--- src/rtl/mem_port_arbiter.sv ---
// rtl/mem_port_arbiter.sv - round-robin arbiter sharing one memory port among up to four cores
//
// Ports:
//   clk, rst      rising-edge clock, synchronous active-high reset
//   noc           number of active cores (0 acts as 1, above 4 acts as 4)
//   req, we       per-core level request and access type (1 = write)
//   grant         one-hot owner of the memory port (GRANT cycle)
//   mem_sel       index of the granted core for the address/data-in mux
//   mem_we        memory write enable for the granted access
//   data_out_en   one-hot read-data capture strobe (RESP cycle, reads only)
//   done          one-hot completion pulse (RESP cycle)
//   busy          high in GRANT and RESP
module mem_port_arbiter #(
    parameter int NCORES = 4,
    parameter int SEL_W  = 2
) (
    input  logic              clk,
    input  logic              rst,
    input  logic [2:0]        noc,
    input  logic [NCORES-1:0] req,
    input  logic [NCORES-1:0] we,
    output logic [NCORES-1:0] grant,
    output logic [SEL_W-1:0]  mem_sel,
    output logic              mem_we,
    output logic [NCORES-1:0] data_out_en,
    output logic [NCORES-1:0] done,
    output logic              busy
);

    typedef enum logic [1:0] {IDLE, GRANT, RESP} state_t;

    state_t            state, state_nxt;
    logic [SEL_W-1:0]  ptr, ptr_nxt;
    logic [SEL_W-1:0]  w_q, w_nxt;
    logic              we_q, we_nxt;

    logic [NCORES-1:0] grant_nxt, data_out_en_nxt, done_nxt;
    logic [SEL_W-1:0]  mem_sel_nxt;
    logic              mem_we_nxt, busy_nxt;

    logic [2:0]        noc_eff;
    logic [NCORES-1:0] mask, block, eligible;
    logic [SEL_W-1:0]  start, win, ptr_win;
    logic [2:0]        idx, win_inc;
    logic              found;

    always_comb begin
        if (noc == 3'd0)      noc_eff = 3'd1;
        else if (noc > 3'd4)  noc_eff = 3'd4;
        else                  noc_eff = noc;
    end

    // Round-robin search over the eligible set. In RESP the core just served
    // still holds req, so it is blocked from winning the immediate rearbitration.
    always_comb begin
        case (noc_eff)
            3'd1:    mask = 4'b0001;
            3'd2:    mask = 4'b0011;
            3'd3:    mask = 4'b0111;
            default: mask = 4'b1111;
        endcase
        block    = (state == RESP) ? (4'b0001 << w_q) : 4'b0000;
        eligible = req & mask & ~block;
        // A shrinking noc can leave the pointer outside the active range.
        start    = ({1'b0, ptr} >= noc_eff) ? 2'd0 : ptr;
        found    = 1'b0;
        win      = 2'd0;
        idx      = 3'd0;
        for (int i = 0; i < NCORES; i++) begin
            idx = {1'b0, start} + 3'(i);
            if (idx >= noc_eff) idx = idx - noc_eff;
            if (!found && (3'(i) < noc_eff) && eligible[idx[SEL_W-1:0]]) begin
                found = 1'b1;
                win   = idx[SEL_W-1:0];
            end
        end
        win_inc = {1'b0, win} + 3'd1;
        ptr_win = (win_inc >= noc_eff) ? 2'd0 : win_inc[SEL_W-1:0];
    end

    always_comb begin
        state_nxt       = state;
        ptr_nxt         = ptr;
        w_nxt           = w_q;
        we_nxt          = we_q;
        grant_nxt       = '0;
        mem_sel_nxt     = '0;
        mem_we_nxt      = 1'b0;
        data_out_en_nxt = '0;
        done_nxt        = '0;
        busy_nxt        = 1'b0;
        case (state)
            IDLE, RESP: begin
                state_nxt = IDLE;
                if (found) begin
                    state_nxt   = GRANT;
                    w_nxt       = win;
                    we_nxt      = we[win];
                    ptr_nxt     = ptr_win;
                    grant_nxt   = 4'b0001 << win;
                    mem_sel_nxt = win;
                    mem_we_nxt  = we[win];
                    busy_nxt    = 1'b1;
                end
            end
            GRANT: begin
                state_nxt       = RESP;
                mem_sel_nxt     = w_q;
                done_nxt        = 4'b0001 << w_q;
                data_out_en_nxt = we_q ? 4'b0000 : (4'b0001 << w_q);
                busy_nxt        = 1'b1;
            end
            default: state_nxt = IDLE;
        endcase
    end

    always_ff @(posedge clk) begin
        if (rst) begin
            state       <= IDLE;
            ptr         <= '0;
            w_q         <= '0;
            we_q        <= 1'b0;
            grant       <= '0;
            mem_sel     <= '0;
            mem_we      <= 1'b0;
            data_out_en <= '0;
            done        <= '0;
            busy        <= 1'b0;
        end else begin
            state       <= state_nxt;
            ptr         <= ptr_nxt;
            w_q         <= w_nxt;
            we_q        <= we_nxt;
            grant       <= grant_nxt;
            mem_sel     <= mem_sel_nxt;
            mem_we      <= mem_we_nxt;
            data_out_en <= data_out_en_nxt;
            done        <= done_nxt;
            busy        <= busy_nxt;
        end
    end

endmodule

--- config.mk ---
export PLATFORM = sky130hd
export DESIGN_NAME = mem_port_arbiter
export DESIGN_NICKNAME = d
export VERILOG_FILES = /design/src/rtl/mem_port_arbiter.sv
export SDC_FILE = /design/constraint.sdc
export NUM_CORES = 1
export LEC_CHECK = 0
export ABC_AREA = 1
export BUFFER_PORTS_ARGS = -buffer_cell sky130_fd_sc_hd__buf_2
export CAP_MARGIN = 30
export CORE_AREA = 3 3 70 72
export CTS_CLUSTER_DIAMETER = 120
export DETAILED_ROUTE_END_ITERATION = 12
export DIE_AREA = 0 0 73 75
export PLACE_DENSITY_LB_ADDON = 0.1
export SLEW_MARGIN = 20
export SYNTH_ARGS = -nofsm -noshare
export SYNTH_HDL_FRONTEND = slang
export SYNTH_SLANG_ARGS = --single-unit
--- constraint.sdc ---
create_clock -name clk -period 5.6 [get_ports clk]
set_input_delay 0.84 -clock clk [delete_from_list [all_inputs] [get_ports clk]]
set_output_delay 0.84 -clock clk [all_outputs]
set_load 0.01 [all_outputs]
==> results by stage, run 1 <==
Run status:
- The flow ran to the end, and the final reports show no timing, DRC or antenna violations.

Worst setup path:
- The critical path endpoint category is a flop.
- The kind of start point of the critical path is an input pin.
- The arrival time of data at the critical path endpoint is 5020 ps.
- The largest individual stage delay along the critical path comes from the cell sky130_fd_sc_hd__ha_1.
- The critical path data required time is 5800 ps.
- The worst register-to-register path has a depth of 25.
- The maximum net fanout on the critical path is 7.
- The count of buffer and inverter cells on the critical path is 3.
- In this run the critical register-to-register path is launched from ptr[0].
- The flop-to-flop setup slack is 1210 ps.
- The classification of the worst setup path is input pin to flop.
- The endpoint identified for the worst register-to-register timing path is ptr[1].
- The highest cell delay on the worst timing path is 330 ps.
- The kind of cell with the highest combined delay along the critical path is adder cells.

STA:
- The slew at the pin closest to its max-slew limit is 339.1 ps.
- The max-slew violation total from the final report is 0.
- The final-report hold violation count is 0.
- Subtracting the final worst setup slack from the clock period gives 4821 ps.
- The clock arrives with 3.027 ps of skew.
- The number of endpoints failing setup at the final stage is 0.
- The share of the cycle needed by the critical path after routing is 0.8609.
- The final sum of negative setup slack is 0 ps.
- Setup repair after global routing left no endpoint under its margin.
- The worst pin sits at a relative slew slack of 0.7724.
- The achievable clock frequency is 207.4 MHz.

Layout:
- Compared with the post-synthesis result, the final layout area differs by 15.81%.
- The layout net count is 321.
- The storage element area is 460.4 um2.
- The most common cell after layout, fill and taps aside is sky130_fd_sc_hd__nand2_1.
- The layout has 451 filler cells.
- In the layout the commonest cells are sky130_fd_sc_hd__nand2_1 (62), sky130_fd_sc_hd__nand3_1 (41), sky130_fd_sc_hd__inv_1 (36), sky130_fd_sc_hd__buf_2 (28), sky130_fd_sc_hd__dfxtp_1 (23).
- The design area is 2007 um2.
- The antenna diode count is 0.
- The multi-input combinational cells in the finished layout cover a total of 1122 um2.
- The fraction of final layout cells with drive strength greater than 1 is 0.2103.
- The non-filler instance count after layout is 342.

Die:
- The die footprint is 5475 um2.
- The initial utilization of the core area, before any placement, comes to 0.3980.
- Measured along the y axis, the die boundary spans 75 um.
- The horizontal extent of the die is 73 um.
- In this run the core area contains 24 standard-cell rows.
- 29 I/O pins were placed.
- The placeable core area is 4354 um2.

Pwr:
- The power spent charging and discharging nets is 0.4430 mW.
- The proportion of power drawn by the clock network is 0.113.
- IR analysis of the VDD net gives a maximum drop of 0.2198 mV.
- The internal power of the cells totals 0.4583 mW.
- The overall power consumption is 0.9013 mW.
- The share of total power consumed by net switching is 0.4915.
- The areal power density over the cells is 449.1 nW/um2.
- The share of total power dissipated in sequential elements is 0.256.
- Of the total power, combinational logic draws 0.631.
- The leakage power summed over all cells is 1.079 nW.

CTS:
- The number of clock sinks seen by CTS is 23.
- The clock transition time at the flip-flop clock pins of the worst setup and hold paths is 80 ps.
- The count of buffers added by post-CTS timing repair for setup is 0.
- The TritonCTS clock tree is built.
- The number of hold buffers added after cts is 0.
- CTS built an H-tree with a depth of 1.
- The number of buffers created by CTS is 3.
- The clock root buffer master is sky130_fd_sc_hd__clkbuf_8.
- At the later pin of the worst-skew pair, clock insertion delay measures 260 ps.
- The post-cts resize count is 0.
- The deepest clock path buffer count is 2.

Worst hold path:
- The beginning of the worst hold path is we_q.
- The worst hold path terminates at we_q.
- The cell count of the worst hold path is 2.
- The tightest min-delay check is of the flop to flop type.

Placed design:
- The post-detailed-placement cell area is 1961 um2.
- The post-detailed-placement half-perimeter wirelength is 3.264 mm.
- In this run the tool buffered the top-level ports with 28 buffer cells.
- The number of placed instances, taps included, is 338.
- The congestion estimate from routability-driven global placement came to 0.8439.

Yosys:
- In this run the cell area of the synthesized design comes to 1733 um2.
- Yosys attributes the largest share of cell area to sky130_fd_sc_hd__dfxtp_1 (27%), sky130_fd_sc_hd__nand2_1 (13%), sky130_fd_sc_hd__ha_1 (12%).
- The cell count after synthesis came out at 255.
- The synthesized design contains 23 register bits.
- For this run, the register share of the synthesized area comes to 0.2657.
- The number of nets produced by synthesis is 285.
- The yosys synthesis warning count is 0.
- In this run the mean area of a mapped cell was 6.796 um2.
- The top-area cell type share of the netlist area is 0.2657.
- The leading area contributor after synthesis is sky130_fd_sc_hd__dfxtp_1.
- The count of cell types in the netlist is 26.

Flow run:
- Across the run, the number of max-cap violations was 0.

Detailed routing:
- The wire length after detailed routing is 3.927 mm.
- The number of vias per cell is 4.924.
- For this run, design rule violations remaining after detail routing come to 0.
- The number of optimization iterations in the first detailed-route pass is 4.
- The routed via count is 1,684.
- For this block, the initial DRC count from the detailed router was 84.
- The number of routed nets with antenna violations is 0.
- The detail-routed net length per standard cell is 11.48 um.

Global route:
- The via count of the first global-routing pass was 1,503.
- The global-route wire length before repair is 6.582 mm.
- In the global route stage, overall resource usage came out at 0.1494.
- Global routing finished with a remaining overflow of 0.
- The largest net degree at the start of global routing is 14.
- The initial antenna violation count is 0.
Yosys cell counts:
cell and n:
sky130_fd_sc_hd__a21oi_1 10, sky130_fd_sc_hd__a21oi_4 1, sky130_fd_sc_hd__dfxtp_1 23, sky130_fd_sc_hd__ha_1 17, sky130_fd_sc_hd__inv_1 36, sky130_fd_sc_hd__inv_2 4, sky130_fd_sc_hd__nand2_1 62, sky130_fd_sc_hd__nand2_2 7
sky130_fd_sc_hd__nand3_1 41, sky130_fd_sc_hd__nand3_2 4, sky130_fd_sc_hd__nand3_4 2, sky130_fd_sc_hd__nand3b_1 2, sky130_fd_sc_hd__nand4_1 4, sky130_fd_sc_hd__nand4_2 1, sky130_fd_sc_hd__nand4_4 1, sky130_fd_sc_hd__nor2_1 21
sky130_fd_sc_hd__nor2_2 1, sky130_fd_sc_hd__nor2_4 2, sky130_fd_sc_hd__o21a_1 1, sky130_fd_sc_hd__o21ai_0 3, sky130_fd_sc_hd__o21ai_1 5, sky130_fd_sc_hd__o21ai_2 2, sky130_fd_sc_hd__o21bai_1 1, sky130_fd_sc_hd__or2_2 1
sky130_fd_sc_hd__xnor2_1 1, sky130_fd_sc_hd__xor2_1 2
logic make-up (layout without fill, tap and decap cells):
logic type	after synthesis	after routing	share of synthesized area
simple gates	149	149	0.4296
buf+inv	40	75	0.08664
compound gates	23	23	0.08015
flops	23	23	0.2657
fa+ha+maj	17	17	0.1227
xor+xnor	3	3	0.01517
flip-flops by register name, indices dropped and copies added (netlist names):
| register | cells |
|---|---|
| data_out_en | 4 |
| ptr | 2 |
| state | 2 |
| w_q | 2 |
| mem_we | 1 |
| mem_sel | 2 |
| grant | 4 |
| we_q | 1 |
| done | 4 |
| busy | 1 |
tightest hold or removal path, stage by stage, from the launching register on:
cell	delay [ps]
sky130_fd_sc_hd__dfxtp_1	330
sky130_fd_sc_hd__nand3_1	80
sky130_fd_sc_hd__nand2_1	50
metal layers:
metal / vias up / GRT usage / wire (um)
li1: 899 / - / -
met1: 744 / 0.2112 / 2006
met2: 39 / 0.2453 / 1709
met3: 2 / 0.02670 / 201
met4: 0 / 0.01639 / 9
met5: - / 0 / 0
area by class of cell:
cell class              count  share of cell area
flip-flops and latches     23              0.2294
well taps                  52             0.03242
repair buffers             31             0.08105
clock buffers               3             0.02057
inverters                  40             0.07481
clock inverters             1            0.002494
multi-input cells         192              0.5592
power by group through the flow:
stage                     Sequential, mW  Clock (mW)  Combinational (mW)
after floorplan                    0.246           0               0.433
after global placement             0.234           0               0.575
after detailed placement           0.235           0               0.569
after CTS                          0.231       0.106               0.573
after global routing               0.236       0.110               0.660
final                              0.231       0.102               0.569
metrics by stage:
stage          hold WS (ps)  setup WS [ps]    util
4_1_cts               500.4          789.6  0.4609
3_5_place_dp          487.8          517.2  0.4503
5_1_grt               518.9          354.9  0.4609
3_3_place_gp          483.3          568.7  0.4503
2_1_floorplan         444.4          909.8       -
6_report              502.9          779.2  0.4609
how the worst max path moves through the flow:
stage,end,cells past startpoint,startpoint,slack (ps)
6_report,ptr[1],26,noc[1],780
5_1_grt,ptr[1],25,noc[1],350
4_1_cts,ptr[1],25,noc[1],790
3_3_place_gp,ptr[1],25,noc[2],570
2_1_floorplan,ptr[1],25,noc[2],910
3_5_place_dp,ptr[1],25,noc[1],520
Note: power is estimated with default switching activity, not from simulation.
==> run 2, diff against run 1 <==
--- a/config.mk
+++ b/config.mk
@@ -12,7 +12,7 @@
 export CTS_CLUSTER_DIAMETER = 120
 export DETAILED_ROUTE_END_ITERATION = 12
 export DIE_AREA = 0 0 73 75
-export PLACE_DENSITY_LB_ADDON = 0.1
+export PLACE_DENSITY_LB_ADDON = 0.12
 export SLEW_MARGIN = 20
 export SYNTH_ARGS = -nofsm -noshare
 export SYNTH_HDL_FRONTEND = slang
==> run 2 against run 1 <==
Against the previous run:
- combinational power grew 1%
- global-route usage rose by 0.33 points
- cell count stayed put
- clock skew rose by 2.1 ps
- design area stayed put
- critical endpoint unchanged
- largest cell class unchanged
==> results by stage, run 2 (synthesis results as in run 1) <==
Run status:
- The run finished with clean final reports.

Pwr:
- VDD sags by at most 0.2535 mV.
- The leakage power summed over all cells is 1.079 nW.
- The design draws 0.9041 mW.
- The areal power density over the cells is 450.5 nW/um2.

Detailed routing:
- The number of vias per cell is 4.830.
- In this run, the number of DRC markers left after iteration 0 of detailed routing was 54.
- The routed via count is 1,652.
- After detailed routing, the number of remaining DRC violations is 0.
- The wire length after detailed routing is 3.896 mm.
- The number of routed nets with antenna violations is 0.
- After detailed routing, the average wire length per cell comes to 11.39 um.
- The first detailed-routing pass ran for 7 iterations.

Worst setup path:
- The number of cells on the worst reg-to-reg path is 24.
- The flop-to-flop setup slack is 1150 ps.
- Data on the critical path is required at its endpoint by 5790 ps.
- The launch point of the worst reg-to-reg path is ptr[0].
- The setup path with the least slack is of type input pin to flop.
- The maximum net fanout on the critical path is 7.
- The arrival time of data at the critical path endpoint is 5060 ps.
- The critical path endpoint category is a flop.
- STA classifies the critical path startpoint as an input pin.
- The capturing point of the worst reg2reg path is ptr[1].

Layout:
- The layout net count is 321.
- The area growth from synthesis to layout is 15.81%.
- The most common cell after layout, fill and taps aside is sky130_fd_sc_hd__nand2_1.
- The number of antenna diodes in the final layout is 0.
- The top cell types in the final layout, fill and taps aside, are sky130_fd_sc_hd__nand2_1 (62), sky130_fd_sc_hd__nand3_1 (41), sky130_fd_sc_hd__inv_1 (36), sky130_fd_sc_hd__buf_2 (28), sky130_fd_sc_hd__dfxtp_1 (23).
- The fraction of final layout cells with drive strength greater than 1 is 0.2103.
- In the final layout, the registers with the most flip-flops are data_out_en x4, done x4, grant x4.

CTS:
- The clock transition time at the flip-flop clock pins of the worst setup and hold paths is 80 ps.
- The post-cts resize count is 0.
- The clock root buffer master is sky130_fd_sc_hd__clkbuf_8.
- TritonCTS built the clock tree.
- The clock insertion delay at the later pin of the skew report is 260 ps.
- The number of setup buffers added after CTS is 0.
- TritonCTS created 3 clock buffers.
- The deepest clock path buffer count is 2.
- The count of H-tree levels built during CTS is 1.
- The number of clock sinks seen by CTS is 23.
- The number of hold buffers added after cts is 0.

STA:
- The final-report hold violation count is 0.
- The remaining max-slew budget at the tightest pin is 0.7863.
- The worst-case clock skew is 5.127 ps.
- Timing would allow up to 205.4 MHz.
- In the finished design, the share of the clock period the worst path needs comes to 0.8693.
- Adding up every negative setup slack in the final design gives 0 ps.
- The number of endpoints failing setup at the final stage is 0.
- The max-slew violation total from the final report is 0.
- At the pin with the least slew margin, the transition time is 318.4 ps.
- Setup repair after global routing left no endpoint under its margin.
- The post-layout minimum cycle time is 4868 ps.

Global route:
- The initial antenna violation count is 0.
- The largest net degree at the start of global routing is 14.
- The first global-routing pass estimated 6.610 mm of wire.
- The via count of the first global-routing pass is 1,478.
- The overall overflow remaining after global route is 0.
- The combined global-route utilization of all metal layers is 0.1527.

Worst hold path:
- The beginning of the worst hold path is we_q.
- The worst hold path endpoint is we_q.
- The cell count of the worst hold path is 2.
- The min-delay analysis places its worst path in the category flop to flop.

Die:
- The chip height is 75 um.
- The die footprint is 5475 um2.
- The standard-cell row count is 24.
- The die is 73 um wide.
- The region available for standard cell placement spans 4354 um2.
- The top-level port count is 29.
- The starting density of the core is 0.3980.

Flow run:
- The reported max-cap violation count is 0.

Placed design:
- The count of buffers added on input and output ports is 28.
- Routability-driven placement finished with a final weighted congestion of 0.8574.
- The post-detailed-placement half-perimeter wirelength is 3.286 mm.
-- run 2: cell counts in the layout (fill, tap and decap cells not counted) --
Identical to the previous run, type by type.
-- run 2: cell type report --
type | instances | area (um2)
repair buffers | 31 | 162.7
flip-flops and latches | 23 | 460.4
clock buffers | 3 | 41.29
fillers | 444 | 2347
multi-input cells | 192 | 1122
clock inverters | 1 | 5.005
well taps | 52 | 65.06
inverters | 40 | 150.1
-- run 2: per-layer routing --
layer  up-vias  wire length, um  global-route usage
met1       707             2062              0.2249
met3         4              176             0.02937
met4         0               40             0.03893
met5         -                0                   0
met2        39             1617              0.2274
li1        902                -                   -
-- run 2: worst max-delay path by stage --
stage                     startpoint  endpoint  cells past startpoint
after CTS                     noc[1]    ptr[1]                     25
final                         noc[1]    ptr[1]                     25
after global routing          noc[1]    ptr[1]                     26
after global placement        noc[2]    ptr[1]                     25
after detailed placement      noc[1]    ptr[1]                     25
after floorplan               noc[2]    ptr[1]                     25
-- run 2: report_power, final --
part           internal, mW  switching [mW]
Combinational         0.200           0.374
Sequential            0.209          0.0217
Clock                0.0495          0.0496
-- run 2: metrics by stage --
step / cell area [um2] / hold WS (ps) / util / worst slack (ps) / instances
after CTS: 2007 / 501.5 / 0.4609 / 772.5 / 342
after global placement: 1961 / 486.6 / 0.4503 / 591.5 / 338
after floorplan: 1733 / 444.4 / - / 909.8 / 255
after detailed placement: 1961 / 487.9 / 0.4503 / 488.3 / 338
final: 2007 / 498.7 / 0.4609 / 732.2 / 342
after global routing: 2007 / 546.6 / 0.4609 / 338.0 / 342
-- run 2: worst max-delay path, cell delays in order --
cell,delay (ps)
sky130_fd_sc_hd__buf_2,120
sky130_fd_sc_hd__a21oi_1,260
sky130_fd_sc_hd__ha_1,290
sky130_fd_sc_hd__nand3_2,120
sky130_fd_sc_hd__nand3_4,110
sky130_fd_sc_hd__nor2_4,190
sky130_fd_sc_hd__inv_1,90
sky130_fd_sc_hd__ha_1,310
sky130_fd_sc_hd__ha_1,320
sky130_fd_sc_hd__nand3_1,90
sky130_fd_sc_hd__nand3_1,170
sky130_fd_sc_hd__o21ai_1,230
sky130_fd_sc_hd__inv_1,100
sky130_fd_sc_hd__nand3_1,110
sky130_fd_sc_hd__nand2_2,90
sky130_fd_sc_hd__a21oi_4,210
sky130_fd_sc_hd__nand3_1,130
sky130_fd_sc_hd__nand3_1,190
sky130_fd_sc_hd__ha_1,280
sky130_fd_sc_hd__ha_1,270
sky130_fd_sc_hd__o21ai_0,80
sky130_fd_sc_hd__nand2_1,70
sky130_fd_sc_hd__a21oi_1,160
sky130_fd_sc_hd__nand2_1,70
sky130_fd_sc_hd__o21ai_0,150
